$ cat src/rtl/rx_destripe_pkg.sv
// Shared constants and types for the four-lane receive destriper.
package rx_destripe_pkg;

    // Alignment/control symbol carried on every lane at the same time.
    localparam logic [7:0] COM_DEFAULT = 8'hBC;

    // Number of serial lanes. Lane k carries stream bytes 4n+k.
    localparam int NUM_LANES = 4;

    // Bit position inside the current byte while locked (8 bits per byte).
    localparam int PHASE_W = 3;

    // Emission step counter. Idle at 0, otherwise steps 1..7 after a capture.
    localparam int EMIT_W = 3;

    typedef enum logic {
        SEARCH = 1'b0,
        LOCKED = 1'b1
    } state_e;

endpackage

$ cat src/rtl/rx_destripe_serie_paralelo.sv
// One lane deserializer: an MSB-first 8-bit shift register plus a COM detector.
module serie_paralelo
    import rx_destripe_pkg::*;
#(
    parameter logic [7:0] COM = COM_DEFAULT
) (
    input  logic       clk,
    input  logic       reset,
    input  logic       lane_in,
    output logic [7:0] sr,
    output logic       match
);

    logic [7:0] sr_d;
    logic [7:0] sr_q;

    // New bit enters at the LSB, so the first bit of a byte ends up in bit 7.
    always_comb begin
        sr_d = {sr_q[6:0], lane_in};
    end

    // Shift every cycle, whether or not the receiver is aligned.
    always_ff @(posedge clk) begin
        if (reset) begin
            sr_q <= '0;
        end else begin
            sr_q <= sr_d;
        end
    end

    assign sr    = sr_q;
    assign match = (sr_q == COM);

endmodule

$ cat src/rtl/rx_destripe.sv
// Four-lane destriper: aligns on a simultaneous COM on all lanes, then
// captures one byte per lane every 8 cycles and replays them in lane order.
// Output strobe: valid is a single-cycle pulse per byte; there is no ready,
// the consumer must take data_out/ctrl in every cycle where valid is high.
module rx_destripe
    import rx_destripe_pkg::*;
#(
    parameter logic [7:0] COM = COM_DEFAULT
) (
    input  logic       clk,
    input  logic       reset,
    input  logic       L0,
    input  logic       L1,
    input  logic       L2,
    input  logic       L3,
    output logic [7:0] data_out,
    output logic       valid,
    output logic       ctrl,
    output logic       locked,
    output logic       align_err
);

    logic [NUM_LANES-1:0] lane_bits;
    logic [7:0]           sr [NUM_LANES];
    logic [NUM_LANES-1:0] match;

    assign lane_bits = {L3, L2, L1, L0};

    for (genvar gi = 0; gi < NUM_LANES; gi++) begin : g_lane
        serie_paralelo #(.COM(COM)) u_sp (
            .clk     (clk),
            .reset   (reset),
            .lane_in (lane_bits[gi]),
            .sr      (sr[gi]),
            .match   (match[gi])
        );
    end

    state_e              state_q, state_d;
    logic [PHASE_W-1:0]  phase_q, phase_d;
    logic [EMIT_W-1:0]   emit_cnt_q, emit_cnt_d;
    logic [7:0]          hold_q [NUM_LANES];
    logic [7:0]          hold_d [NUM_LANES];
    logic [7:0]          data_out_q, data_out_d;
    logic                valid_q, valid_d;
    logic                ctrl_q, ctrl_d;
    logic                align_err_q, align_err_d;
    logic                capture;
    logic                all_com;
    logic                no_com;

    assign all_com = &match;
    assign no_com  = (match == '0);

    // Alignment FSM, phase counter, group capture and the lane-order replay.
    always_comb begin
        state_d     = state_q;
        phase_d     = phase_q;
        emit_cnt_d  = emit_cnt_q;
        data_out_d  = data_out_q;
        valid_d     = 1'b0;
        ctrl_d      = 1'b0;
        align_err_d = 1'b0;
        capture     = 1'b0;
        for (int k = 0; k < NUM_LANES; k++) begin
            hold_d[k] = hold_q[k];
        end

        // Lane 0 goes out straight from sr at the capture edge; lanes 1..3
        // follow from the hold registers on even steps 2, 4, 6.
        if (emit_cnt_q != '0) begin
            emit_cnt_d = emit_cnt_q + 3'd1;
            if (!emit_cnt_q[0]) begin
                data_out_d = hold_q[emit_cnt_q[2:1]];
                valid_d    = 1'b1;
                ctrl_d     = (hold_q[emit_cnt_q[2:1]] == COM);
            end
        end

        case (state_q)
            SEARCH: begin
                phase_d = '0;
                if (all_com) begin
                    state_d = LOCKED;
                    phase_d = 3'd1;
                    capture = 1'b1;
                end else if (!no_com) begin
                    align_err_d = 1'b1;
                end
            end
            LOCKED: begin
                phase_d = phase_q + 3'd1;
                if (phase_q == '0) begin
                    if (all_com || no_com) begin
                        capture = 1'b1;
                    end else begin
                        // Lanes disagree about COM: drop the group and realign.
                        align_err_d = 1'b1;
                        state_d     = SEARCH;
                        phase_d     = '0;
                    end
                end
            end
            default: begin
                state_d = SEARCH;
                phase_d = '0;
            end
        endcase

        if (capture) begin
            for (int k = 0; k < NUM_LANES; k++) begin
                hold_d[k] = sr[k];
            end
            data_out_d = sr[0];
            valid_d    = 1'b1;
            ctrl_d     = match[0];
            emit_cnt_d = 3'd1;
        end
    end

    // State and output registers; reset drops any partial group.
    always_ff @(posedge clk) begin
        if (reset) begin
            state_q     <= SEARCH;
            phase_q     <= '0;
            emit_cnt_q  <= '0;
            data_out_q  <= '0;
            valid_q     <= 1'b0;
            ctrl_q      <= 1'b0;
            align_err_q <= 1'b0;
            for (int k = 0; k < NUM_LANES; k++) begin
                hold_q[k] <= '0;
            end
        end else begin
            state_q     <= state_d;
            phase_q     <= phase_d;
            emit_cnt_q  <= emit_cnt_d;
            data_out_q  <= data_out_d;
            valid_q     <= valid_d;
            ctrl_q      <= ctrl_d;
            align_err_q <= align_err_d;
            for (int k = 0; k < NUM_LANES; k++) begin
                hold_q[k] <= hold_d[k];
            end
        end
    end

    assign data_out  = data_out_q;
    assign valid     = valid_q;
    assign ctrl      = ctrl_q;
    assign align_err = align_err_q;
    assign locked    = (state_q == LOCKED);

endmodule

$ cat config.mk
export PLATFORM = sky130hd
export DESIGN_NAME = rx_destripe
export DESIGN_NICKNAME = d
export VERILOG_FILES = /design/src/rtl/rx_destripe_pkg.sv /design/src/rtl/rx_destripe_serie_paralelo.sv /design/src/rtl/rx_destripe.sv
export SDC_FILE = /design/constraint.sdc
export NUM_CORES = 1
export LEC_CHECK = 0
export CORE_UTILIZATION = 55
export CTS_CLUSTER_DIAMETER = 60
export DETAILED_ROUTE_END_ITERATION = 10
export GPL_TIMING_DRIVEN = 1
export PLACE_DENSITY = 0.81
export SYNTH_ARGS = -nofsm -noshare
export SYNTH_HDL_FRONTEND = slang
export SYNTH_HIERARCHICAL = 1
export SYNTH_SLANG_ARGS = --single-unit
$ cat constraint.sdc
create_clock -name clk -period 4.29 [get_ports clk]
set_input_delay 0.858 -clock clk [delete_from_list [all_inputs] [get_ports clk]]
set_output_delay 0.858 -clock clk [all_outputs]
set_load 0.005 [all_outputs]
==> results of run 1 <==
## worst reg2reg max path: stages, from the launching register on
cell,delay [ns]
sky130_fd_sc_hd__dfxtp_1,0.41
sky130_fd_sc_hd__nand4b_1,0.14
sky130_fd_sc_hd__nor4_2,0.37
sky130_fd_sc_hd__nand4_1,0.29
sky130_fd_sc_hd__o21ai_0,0.31
sky130_fd_sc_hd__nand2_1,0.31
sky130_fd_sc_hd__nand2b_1,0.16
sky130_fd_sc_hd__buf_4,0.37
## routing by layer
layer  part of all wire [%]  vias up  track usage [%]
met5                      0        -                0
met4                    1.1        0             5.56
met3                    5.5        6             7.59
met2                     50       48             35.7
met1                     44      925             27.3
li1                       -      933                -
## synthesized netlist by cell type (all sizes together)
cell	number	area share (%)
a221oi	1	0.27
inv	8	0.93
and2	34	6.6
nor3	13	2.4
o21ai	2	0.31
nand2	8	0.93
buf	2	0.27
ha	4	1.5
nand4b	4	1.1
nand3	1	0.15
o2111ai	1	0.27
xnor2	1	0.27
a211o	1	0.27
nand3b	1	0.23
a21oi	7	1.1
nor2	3	0.35
nand4	1	0.19
nor4	4	1.5
and4bb	1	0.39
edfxtp	32	30
and3b	1	0.27
nor2b	33	6.7
dfxtp	52	32
or4	1	0.35
nand2b	3	0.58
a211oi	9	2.1
o21a	1	0.23
clkbuf	8	1.0
mux4	8	5.6
and3	1	0.19
mux2i	7	2.2
## layout by cell type (no fill, tap or decap), types with 4 or more instances in the layout
cell,synthesis,final
sky130_fd_sc_hd__and2_1,33,33
sky130_fd_sc_hd__nor2b_2,4,4
sky130_fd_sc_hd__nor3_1,12,12
sky130_fd_sc_hd__clkdlybuf4s50_1,0,16
sky130_fd_sc_hd__inv_1,8,8
sky130_fd_sc_hd__edfxtp_1,32,32
sky130_fd_sc_hd__mux4_2,8,8
sky130_fd_sc_hd__nor4_2,4,4
sky130_fd_sc_hd__nand4b_1,4,4
sky130_fd_sc_hd__a21oi_1,7,7
sky130_fd_sc_hd__ha_1,4,4
sky130_fd_sc_hd__nor2b_1,29,29
sky130_fd_sc_hd__dfxtp_1,52,52
sky130_fd_sc_hd__a211oi_1,9,9
sky130_fd_sc_hd__nand2_1,8,8
sky130_fd_sc_hd__clkbuf_1,5,4
sky130_fd_sc_hd__mux2i_1,7,7
sky130_fd_sc_hd__clkbuf_8,0,9
## how the worst min path moves through the flow
stage | start | end | slack, ns | cells after the start
global placement | g_lane[2].u_sp/sr[6] | g_lane[2].u_sp/sr[7] | 0.45 | 1
finish | g_lane[3].u_sp/sr[6] | g_lane[3].u_sp/sr[7] | 0.49 | 1
floorplan | g_lane[1].u_sp/sr[6] | g_lane[1].u_sp/sr[7] | 0.44 | 1
detailed placement | g_lane[3].u_sp/sr[6] | g_lane[3].u_sp/sr[7] | 0.47 | 1
CTS | g_lane[3].u_sp/sr[5] | g_lane[3].u_sp/sr[6] | 0.49 | 1
global route | g_lane[3].u_sp/sr[5] | g_lane[3].u_sp/sr[6] | 0.51 | 1
## stage by stage
step	total power [uW]	instance area (um^2)	setup WS (ns)
6_report	1410	3620	1.57
3_5_place_dp	955	3460	1.62
3_3_place_gp	952	3460	1.66
4_1_cts	1430	3620	1.59
5_1_grt	1470	3620	1.29
2_1_floorplan	922	3240	1.82
## power by group through the flow
stage          sequential, uW  clock [uW]  combinational (uW)
4_1_cts                   864         489                73.3
3_3_place_gp              881           0                71.1
6_report                  864         477                72.9
2_1_floorplan             877           0                45.4
5_1_grt                   867         524                79.9
3_5_place_dp              882           0                73.0
## state kept, by name, summed over array words and instances (netlist names), named ones only
register,flops
align_err,1
valid,1
locked,1
phase_q,3
data_out,8
emit_cnt_q,3
hold_q,32
g_lane.u_sp/sr,32
ctrl,1
## layout make-up
class / instances / area [um^2]
tap: 72 / 90.1
multi-input combinational: 151 / 1170
clock buffer: 13 / 139
timing repair buffer: 18 / 173
clock inverter: 3 / 23.8
sequential: 84 / 2000
inverter: 8 / 30.0
fill: 471 / 1980
## kinds of logic after synthesis
| logic type | Yosys count |
|---|---|
| muxes | 15 |
| adders and majority gates | 4 |
| and+or+nand+nor | 109 |
| AOI/OAI and AO/OA | 22 |
| DFF | 84 |
| xor gates and xnor gates | 1 |
| buffers and inverters | 18 |
==> results by group, run 1 <==
Run status
  – Outcome: finished, final reports clean

Critical path
  – R2R Setup Slk: 1.57 ns
  – Kind of cell adding the most delay to the critical path: simple AND/OR/NAND/NOR gates
  – Critical R2R Capture: hold_q[0][4]
  – Number of cells on the critical path: 7
  – Type of origin of the critical path: flop
  – Crit Path Category: flop to flop
  – Critical Path Sink Type: flop
  – Cells along the critical path: nand4b_1 -> nor4_2 -> nand4_1 -> o21ai_0 -> nand2_1 -> nand2b_1 -> buf_4
  – Slowest stage cell, crit path: sky130_fd_sc_hd__dfxtp_1
  – Number of buffers and inverters on the critical path: 1
  – Worst EP arrival: 2.73 ns
  – Beginning of the critical path: g_lane[0].u_sp/sr[2]
  – Reg2Reg Depth: 7
  – Worst endpoint required time: 4.29 ns
  – Slowest stage delay, CP: 0.41 ns
  – Largest fanout on the critical path: 32
  – Endpoint of the most critical setup path: hold_q[0][4]
  – Worst reg2reg startpoint: g_lane[0].u_sp/sr[2]

Clock network
  – Inserted Clock Buffers: 9
  – Clk Latency, worst-skew pair: 0.35 ns
  – Gates resized, CTS repair: 0
  – Depth of the CTS H-tree: 3
  – Root buffer selected by CTS: sky130_fd_sc_hd__clkbuf_8
  – Hold buffer count at CTS: 0
  – Clock tree from TritonCTS: done
  – Setup repair bufs after CTS: 0
  – Maximum clock insertion buffer count: 2
  – Clock slew at reported path FFs: about 0.080 ns
  – Clock sink count: 84

STA
  – Worst-margin pin slew: 0.946 ns
  – Setup Skew: 0.0120 ns
  – Number of setup violations in the final report: 0
  – Worst slew margin relative to its limit: 36.9%
  – Final Hold Viols: 0
  – Fraction of the cycle the final worst path needs: 63.5%
  – Post-Route Setup TNS: 0 ns
  – Final count of pins violating max slew: 0
  – Setup repair after global routing missed its margin: false
  – Shortest clock period the worst path allows after layout: 2.72 ns
  – Max Fclk: 367 MHz
  – Worst Hold Margin: 0.485 ns

Placement
  – Final weighted congestion of routability-driven global placement: 0.830
  – Cell total after placement: approximately 330
  – Port bufs: 17
  – Half-perimeter wire length of the detailed placement result: between 3000 and 4000 um

GRT
  – Number of antenna violations at the first check in global routing: 0
  – Total routing resource utilization after global routing: 21.7%
  – Pin count of the biggest net entering global routing: 51
  – Number of global-route vias before repair: 1956
  – Aggregate global routing overflow: 0
  – Wire length of the first global-routing pass: around 10000 um

Synth
  – Sequential share of the synthesized area: between 60% and 70%
  – Simple logic cell fraction of the synthesized area: ~22%
  – Fraction of synthesized area in multiplexers: 7.72%
  – Share of the synthesized area in compound gates (AO/OA/AOI/OAI): 4.52%
  – Synthesis Warnings: 6
  – Instance count of the mapped netlist: 253
  – Synth Net Count: 263
  – Number of unique standard cell types used by synthesis: 36
  – Share of synthesized cell area in full adder, half adder and majority cells: 1.54%
  – Post-Syn Area per Cell: 12.8 um^2
  – Xor-xnor portion of the synthesized cell area: less than 1%
  – Synthesis-stage register bit count: between 80 and 90
  – Main combinational cell family by area after synthesis: simple AND/OR/NAND/NOR gates
  – Area of the mapped netlist: 3240 um^2

Power and ir drop
  – Design internal power: roughly 1100 uW
  – Power density normalized to cell area: between 300 and 400 nW/um^2
  – Portion of total power attributed to combinational logic: 5.2%
  – Peak supply drop: 0.255 mV
  – Leakage: 0.00131 uW
  – Part of the total power dissipated in sequential elements: 61.1%
  – Net switching share of the total power: between 20% and 30%
  – Relative contribution of the clock network to total power: 33.8%
  – Power dissipated by switching net loads: 316 uW

Routing
  – DR vias: 1912
  – Ratio of routed vias to standard cells: approximately 5.5
  – Post-route ant nets: 0
  – Starting DRT DRC Count: 150
  – Drt first pass iters: 4
  – Total Wirelength: 5730 um
  – Routed length per instance: 16.4 um
  – DRC violations left: 0

Cells and area
  – Count of antenna diodes in the layout: 0
  – Non-Filler Instances: 349
  – Proportion of layout cells with a drive suffix above 1: 11.9%
  – Post-layout net count: ~280
  – Layout area overhead: 11.8%
  – Fraction of the core area covered by cells at the end of the flow: 64.6%

Die
  – Core region area: 5610 um^2
  – Die height: 78.8 um
  – Starting density of the core: just under 60%
  – Horizontal die dimension: between 70 and 80 um
  – Std cell rows: 27
  – Die area: 6200 um^2
  – Ports placed on the boundary: 18

Flow run
  – Max-capacitance violation count: 0

Min path
  – Type of the tightest min-delay check: flop to flop
No activity file was read; power rests on OpenSTA's default activity.
==> inputs of run 2 (changes only) <==
--- a/config.mk
+++ b/config.mk
@@ -5,11 +5,11 @@
 export SDC_FILE = /design/constraint.sdc
 export NUM_CORES = 1
 export LEC_CHECK = 0
-export CORE_UTILIZATION = 55
+export CORE_UTILIZATION = 53
 export CTS_CLUSTER_DIAMETER = 60
 export DETAILED_ROUTE_END_ITERATION = 10
 export GPL_TIMING_DRIVEN = 1
-export PLACE_DENSITY = 0.81
+export PLACE_DENSITY = 0.82
 export SYNTH_ARGS = -nofsm -noshare
 export SYNTH_HDL_FRONTEND = slang
 export SYNTH_HIERARCHICAL = 1
==> constraint.sdc (replaced) <==
create_clock -name clk -period 2.5 [get_ports clk]
set_input_delay 0.5 -clock clk [delete_from_list [all_inputs] [get_ports clk]]
set_output_delay 0.5 -clock clk [all_outputs]
set_load 0.005 [all_outputs]
==> run 2 against run 1 <==
  * Critical path depth unchanged
  * First-iteration DRC count is 35% higher
  * Wire length rose by 1.5%
  * Non-clock buffer count up 3
  * Clock power is 100% higher
  * Power rose by 81%
  * Sequential power increased by 71%
  * Largest cell class unchanged
  * Largest power group unchanged
==> results by group, run 2 (same netlist as run 1, synthesis figures left out) <==
Run status
  – Outcome: finished, final reports clean

Routing
  – DR vias: 1901
  – Total Wirelength: 5820 um
  – Routed length per instance: 16.4 um
  – DRC violations left: 0
  – Drt first pass iters: 4
  – Starting DRT DRC Count: 202
  – Post-route ant nets: 0
  – Ratio of routed vias to standard cells: 5.35

GRT
  – Aggregate global routing overflow: 0
  – Wire length of the first global-routing pass: about 9500 um
  – Number of global-route vias before repair: between 1500 and 2000
  – Pin count of the biggest net entering global routing: 33
  – Number of antenna violations at the first check in global routing: 0
  – Total routing resource utilization after global routing: between 20% and 30%

Critical path
  – Worst reg2reg startpoint: g_lane[3].u_sp/sr[6]
  – Reg2Reg Depth: 7
  – Number of cells on the critical path: 7
  – Kind of cell adding the most delay to the critical path: simple AND/OR/NAND/NOR gates
  – Crit Path Category: flop to flop
  – Cells along the critical path: nand4b_1 -> nor4_2 -> nand4_1 -> o21ai_0 -> nand2_1 -> nand2b_1 -> buf_12
  – Slowest stage delay, CP: 0.39 ns
  – Type of origin of the critical path: flop
  – R2R Setup Slk: around 0.22 ns
  – Critical R2R Capture: hold_q[3][2]
  – Slowest stage cell, crit path: sky130_fd_sc_hd__nor4_2
  – Worst endpoint required time: 2.56 ns
  – Worst EP arrival: 2.34 ns
  – Number of buffers and inverters on the critical path: 1
  – Critical Path Sink Type: flop
  – Largest fanout on the critical path: 32

Cells and area
  – Post-layout net count: 285
  – Proportion of layout cells with a drive suffix above 1: 13.9%
  – Top library cells by usage in the layout, fill and taps aside: 52 x sky130_fd_sc_hd__dfxtp_1, 33 x sky130_fd_sc_hd__and2_1, 32 x sky130_fd_sc_hd__edfxtp_1, 29 x sky130_fd_sc_hd__nor2b_1, 16 x sky130_fd_sc_hd__clkdlybuf4s50_1
  – Count of antenna diodes in the layout: 0
  – Fraction of the core area covered by cells at the end of the flow: ~63%
  – Layout area overhead: 14.3%
  – Most common cell after layout, fill and taps aside: sky130_fd_sc_hd__dfxtp_1

Clock network
  – Root buffer selected by CTS: sky130_fd_sc_hd__clkbuf_8
  – Clock slew at reported path FFs: 0.08 ns
  – Gates resized, CTS repair: 0
  – Clock sink count: 84
  – Maximum clock insertion buffer count: 2
  – Inserted Clock Buffers: 9
  – Clock tree from TritonCTS: done
  – Hold buffer count at CTS: 0
  – Setup repair bufs after CTS: 0
  – Clk Latency, worst-skew pair: 0.36 ns
  – Depth of the CTS H-tree: 3

STA
  – Worst slew margin relative to its limit: 60.6%
  – Shortest clock period the worst path allows after layout: 2.28 ns
  – Max Fclk: 438 MHz
  – Fraction of the cycle the final worst path needs: 91.3%
  – Number of setup violations in the final report: 0
  – Setup repair after global routing missed its margin: false
  – Worst-margin pin slew: ~0.6 ns
  – Setup Skew: 0.00614 ns
  – Post-Route Setup TNS: 0 ns
  – Final Hold Viols: 0
  – Final count of pins violating max slew: 0

Min path
  – Hold-critical path endpoint: g_lane[1].u_sp/sr[7]
  – Type of the tightest min-delay check: flop to flop
  – Worst hold path startpoint: g_lane[1].u_sp/sr[6]
  – Worst hold path cell count: 1

Flow run
  – Max-capacitance violation count: 0

Power and ir drop
  – Net switching share of the total power: 22.6%
  – Peak supply drop: about 0.42 mV
  – Part of the total power dissipated in sequential elements: 57.7%
  – Portion of total power attributed to combinational logic: 5.0%
  – Power density normalized to cell area: 692 nW/um^2
  – Design internal power: 1980 uW
  – Power dissipated by switching net loads: 580 uW
  – Relative contribution of the clock network to total power: between 30% and 40%
  – Leakage: between 0.001 and 0.0015 uW

Die
  – Core region area: between 5000 and 6000 um^2
  – Ports placed on the boundary: 18
  – Die area: 6430 um^2
  – Std cell rows: 28
  – Horizontal die dimension: 80.2 um
  – Die height: 80.2 um
  – Starting density of the core: 54.7%

Placement
  – Port bufs: 17
  – Half-perimeter wire length of the detailed placement result: 3960 um
  – Final weighted congestion of routability-driven global placement: 0.782
run 2: cell count changes in the layout (fill, tap and decap cells not counted):
cell / before / now
sky130_fd_sc_hd__clkbuf_1: 4 / 1
sky130_fd_sc_hd__buf_12: 0 / 2
sky130_fd_sc_hd__clkinv_2: 0 / 2
sky130_fd_sc_hd__buf_4: 1 / 2
sky130_fd_sc_hd__bufinv_16: 0 / 1
sky130_fd_sc_hd__clkinv_4: 1 / 2
sky130_fd_sc_hd__clkinvlp_4: 2 / 1
run 2: how the worst max path moves through the flow:
stage | slack [ns] | endpoint | startpoint
floorplan | 0.03 | hold_q[0][0] | g_lane[0].u_sp/sr[6]
global placement | 0.37 | hold_q[3][3] | g_lane[0].u_sp/sr[6]
detailed placement | 0.29 | hold_q[2][4] | g_lane[0].u_sp/sr[6]
CTS | 0.27 | hold_q[3][2] | g_lane[0].u_sp/sr[6]
global route | 0.04 | hold_q[1][6] | g_lane[3].u_sp/sr[6]
finish | 0.22 | hold_q[3][2] | g_lane[3].u_sp/sr[6]
run 2: layer usage:
| metal | track usage, % | wire length (um) | share of wire, % |
|---|---|---|---|
| met5 | 0 | 0 | 0 |
| met4 | 11.4 | 105 | 1.8 |
| met3 | 4.66 | 226 | 3.9 |
| met2 | 31.5 | 2730 | 47 |
| met1 | 28.1 | 2760 | 47 |
run 2: final cells by class:
class                      count  area, um^2
multi-input combinational    151        1170
clock buffer                  10         128
sequential                    84        2000
timing repair buffer          21         220
fill                         462        2220
clock inverter                 6        65.1
inverter                       8        30.0
tap                           75        93.8
run 2: stage by stage:
step	std cells	worst slack [ns]	total power, uW	cell area, um^2	hold WS, ns
after floorplan	253	0.0323	1580	3240	0.445
after global placement	339	0.368	1640	3510	0.451
after detailed placement	339	0.290	1640	3510	0.459
after CTS	355	0.274	2580	3700	0.479
after global routing	355	0.0362	2650	3700	0.501
final	355	0.217	2560	3700	0.477
run 2: power by group through the flow:
stage / Clock [uW] / Combinational [uW] / Sequential, uW
after floorplan: 0 / 78.0 / 1500
after global placement: 0 / 126 / 1510
after detailed placement: 0 / 131 / 1510
after CTS: 965 / 132 / 1480
after global routing: 1020 / 143 / 1490
final: 954 / 129 / 1480
